**src/rtl/afifo_rd_ptr_empty.sv**
```systemverilog
// rtl/afifo_rd_ptr_empty.sv - async FIFO read pointer, write-pointer synchroniser and empty/almost-empty flags
module afifo_rd_ptr_empty #(
   parameter int ADDRSIZE      = 4,
   parameter int SYNC_STAGES   = 2,
   parameter int AEMPTY_THRESH = 2
) (
   input  logic                rclk,
   input  logic                rrst,
   input  logic                rden,
   input  logic [ADDRSIZE:0]   wptr_gray,
   output logic [ADDRSIZE-1:0] raddr,
   output logic [ADDRSIZE:0]   rptr_gray,
   output logic                rd_empty,
   output logic                rd_aempty,
   output logic [ADDRSIZE:0]   rd_count,
   output logic                rd_underflow
);

   localparam logic [ADDRSIZE:0] AEMPTY_TH = AEMPTY_THRESH[ADDRSIZE:0];

   logic [ADDRSIZE:0] sync_q [SYNC_STAGES];
   logic [ADDRSIZE:0] wq;
   logic [ADDRSIZE:0] wq_bin;

   logic [ADDRSIZE:0] rbin_q, rbin_d;
   logic [ADDRSIZE:0] rgray_q, rgray_d;
   logic [ADDRSIZE:0] count_q, count_d;
   logic              empty_q, empty_d;
   logic              aempty_q, aempty_d;
   logic              underflow_q, underflow_d;
   logic              rinc;

   // Plain flop chain: no logic between stages so every stage can resolve metastability.
   always_ff @(posedge rclk or posedge rrst) begin
      if (rrst) begin
         for (int i = 0; i < SYNC_STAGES; i++) sync_q[i] <= '0;
      end else begin
         sync_q[0] <= wptr_gray;
         for (int i = 1; i < SYNC_STAGES; i++) sync_q[i] <= sync_q[i-1];
      end
   end

   assign wq = sync_q[SYNC_STAGES-1];

   always_comb begin
      wq_bin = '0;
      for (int i = 0; i <= ADDRSIZE; i++) wq_bin[i] = ^(wq >> i);
   end

   // Reads are gated by the registered empty flag, so no read past the last entry is accepted.
   assign rinc        = rden & ~empty_q;
   assign rbin_d      = rbin_q + {{ADDRSIZE{1'b0}}, rinc};
   assign rgray_d     = (rbin_d >> 1) ^ rbin_d;
   assign count_d     = wq_bin - rbin_d;
   assign empty_d     = (rgray_d == wq);
   assign aempty_d    = (count_d <= AEMPTY_TH);
   assign underflow_d = rden & empty_q;

   always_ff @(posedge rclk or posedge rrst) begin
      if (rrst) begin
         rbin_q      <= '0;
         rgray_q     <= '0;
         count_q     <= '0;
         empty_q     <= 1'b1;
         aempty_q    <= 1'b1;
         underflow_q <= 1'b0;
      end else begin
         rbin_q      <= rbin_d;
         rgray_q     <= rgray_d;
         count_q     <= count_d;
         empty_q     <= empty_d;
         aempty_q    <= aempty_d;
         underflow_q <= underflow_d;
      end
   end

   assign raddr        = rbin_q[ADDRSIZE-1:0];
   assign rptr_gray    = rgray_q;
   assign rd_empty     = empty_q;
   assign rd_aempty    = aempty_q;
   assign rd_count     = count_q;
   assign rd_underflow = underflow_q;

endmodule
```
**config.mk**
```make
export PLATFORM = sky130hd
export DESIGN_NAME = afifo_rd_ptr_empty
export DESIGN_NICKNAME = d
export VERILOG_FILES = /design/src/rtl/afifo_rd_ptr_empty.sv
export SDC_FILE = /design/constraint.sdc
export NUM_CORES = 1
export LEC_CHECK = 0
export ABC_CLOCK_PERIOD_IN_PS = 3300
export CAP_MARGIN = 20
export CORE_MARGIN = 10
export CORE_UTILIZATION = 49
export CTS_CLUSTER_SIZE = 10
export DETAILED_ROUTE_END_ITERATION = 6
export PLACE_DENSITY = 0.78
export SLEW_MARGIN = 5
export SYNTH_ARGS = -nofsm -noshare
export SYNTH_HDL_FRONTEND = slang
export SYNTH_SLANG_ARGS = --single-unit
export TNS_END_PERCENT = 30
```
**constraint.sdc**
```tcl
create_clock -name rclk -period 3.3 [get_ports rclk]
set_input_delay 0.66 -clock rclk [delete_from_list [all_inputs] [get_ports rclk]]
set_output_delay 0.66 -clock rclk [all_outputs]
set_load 0.05 [all_outputs]
```
==> flow_summary_export.csv <==
group,metric,value,unit
critical_path,critPathKind,"in2reg",
critical_path,crit_path_cell_trace,"clkdlybuf4s50_1 -> nor2b_1 -> ha_1 -> ha_1 -> xor2_2 -> buf_4 -> xnor2_1 -> nor2_1 -> a21bo_1 -> o31ai_2 -> nor3b_1",
die,initial_core_util,51.6,%
synth,synth_top_cell_by_area,"dfrtp_1",
drt,via_count,716,
hold_path,hp-class,"reg2reg",
critical_path,path_common_cell,"ha_1",
global_route,grt_max_degree,28,
timing,hold_slack,365,ps
critical_path,worstPathMaxFanout,4,
synth,syn_inst,91,
die,dieArea,0.00469,mm²
timing,worstMarginPinSlew,512,ps
critical_path,critPathLaunchType,"input port",
drt,wirelength,2000,µm
global_route,grt_use_total,9.56,%
timing,fin_crit,2800,ps
die,die_w,68.5,µm
timing,max_freq,357,MHz
die,std_cell_rows,17,
finish,most-common-layout-cells,"dfrtp_1, clkdlybuf4s50_1, inv_1, xor2_1, xnor2_1",
placement,gp_congestion,0.809,
global_route,antenna_found_initial,0,
critical_path,cp_slowest_cell,"clkdlybuf4s50_1",
cts,htreeDepth,1,
finish,antenna_cells,0,
timing,slew_headroom,65.8,%
timing,hold_viol,0,
cts,clock_path_buffers,2,
synth,ys_ff_latch,27,
finish,layout-drive-gt1-share,10.7,%
job,max_cap_viol_count,0,
drt,firstDrtPassIters,3,
global_route,grt_pass1_vias,804,
synth,synth_area,0.00115,mm²
finish,layout.cells.non_filler,150,
timing,final_max_slew_viol_count,0,
finish,area_growth,29.1,%
synth,netlist.area_leader.share,54.3,%
global_route,grt_pass1_wl,3430,µm
die,core,0.00223,mm²
cts,clock-sinks,27,
critical_path,critical_path.top_delay_family,"buffers and inverters",
cts,postCtsSetupBuffers,0,
timing,finalSetupTns,0,ps
die,fp.dieH,68.5,µm
critical_path,slowest_delay,460,ps
cts,insertion_delay,310,ps
cts,clkTransAtPathRegs,120,ps
placement,place_hpwl,1600,µm
synth,synth.avg_cell_area,12.7,µm²
critical_path,r2r_slack,640,ps
critical_path,cp-end-kind,"flop",
placement,io_buffer_count,24,
cts,cts-hold-fix-buffers,0,
synth,ys_warn_count,0,
drt,drt-wirelength-per-cell,13.3,µm
finish,final_common_cell,"dfrtp_1",
timing,setup_violations,0,
synth,async_flop_share,100,%
drt,drc,0,
placement,dp_cells,145,
timing,period_share,84.9,%
cts,root_buffer,"clkbuf_4",
cts,numCtsBuffers,3,
cts,cts_tree,"built",
drt,ant_nets,0,
synth,synth-edff-count,0,
outcome,status,"finished clean",
placement,place_area,0.00145,mm²
drt,drtIter0Drc,14,
finish,post-route-cell-area,0.00149,mm²
critical_path,cp.required,3530,ps
timing,fin_skew,7.17,ps
die,io_pins,25,
synth,synth_area_leaders,"dfrtp_1, xor2_1, xnor2_1",
synth,syn-num-nets,104,
timing,rsz0062_at_grt,"no",
synth,ys_types,27,
critical_path,crit_buf_inv,2,
global_route,grt_overflow_total,0,
synth,synth-main-ff-cell,"dfrtp_1",
critical_path,arrival,3040,ps
synth,ys_seq_area_share,58.8,%
cts,cts_resized,0,
finish,layout.nets,136,
drt,avgViaCountPerCell,4.77,
through the flow:
step,util (%),setup slack (ps)
2_1_floorplan,-,615
3_3_place_gp,64.8,230
3_5_place_dp,64.8,174
4_1_cts,65.9,494
5_1_grt,66.6,271
6_report,66.6,498
Yosys cell counts, types with 2 or more instances:
library cell / instances
inv_1: 11
dfstp_2: 2
xor2_2: 2
dfrtp_1: 25
xor2_1: 11
nand2_1: 2
xnor2_1: 9
nand3_1: 4
nor2_1: 3
ha_1: 5
metal layers:
metal / up-vias / track usage [%] / wire [µm]
met3: 4 / 2.74 / 170
met4: 0 / 4.52 / 25
met2: 21 / 17.5 / 980
li1: 352 / - / -
met5: - / 0 / 0
met1: 339 / 9.74 / 826
registers in the layout (all words and copies together), names as in the netlist:
name	cells
rbin_q	5
rd_aempty	1
rd_count	5
rd_empty	1
rd_underflow	1
rptr_gray	4
sync_q	5
wq	5
final cells by class:
cell class	instances	area [µm²]
well taps	28	35.0
inverters	11	41.3
clock buffers	4	26.3
repair buffers	28	278
flip-flops and latches	27	678
fillers	185	746
multi-input cells	52	429
cell families (layout without fill, tap and decap cells):
| family | after synthesis | in the layout | share of synthesized area, % |
|---|---|---|---|
| compound gates | 8 | 8 | 5.65 |
| xor+xnor | 22 | 22 | 18.0 |
| fa+ha+maj | 5 | 5 | 5.43 |
| buf+inv | 12 | 43 | 3.91 |
| flops | 27 | 27 | 58.8 |
| simple gates | 17 | 17 | 8.15 |
path summary, 6_finish.rpt:
| check | startpoint | to | cells after the start |
|---|---|---|---|
| min in group asynchronous | rrst | wq[4] | 2 |
| max reg2reg | wq[3] | rd_aempty | 10 |
| max in group asynchronous | rrst | rd_aempty | 3 |
| min reg2reg | sync_q[6] | wq[1] | 0 |
| min | sync_q[6] | wq[1] | 0 |
| max | rden | rd_aempty | 11 |
Power is left out: the tool's default activity adds up to more than one toggle a clock period on the data nets, which glitch-free logic cannot reach.
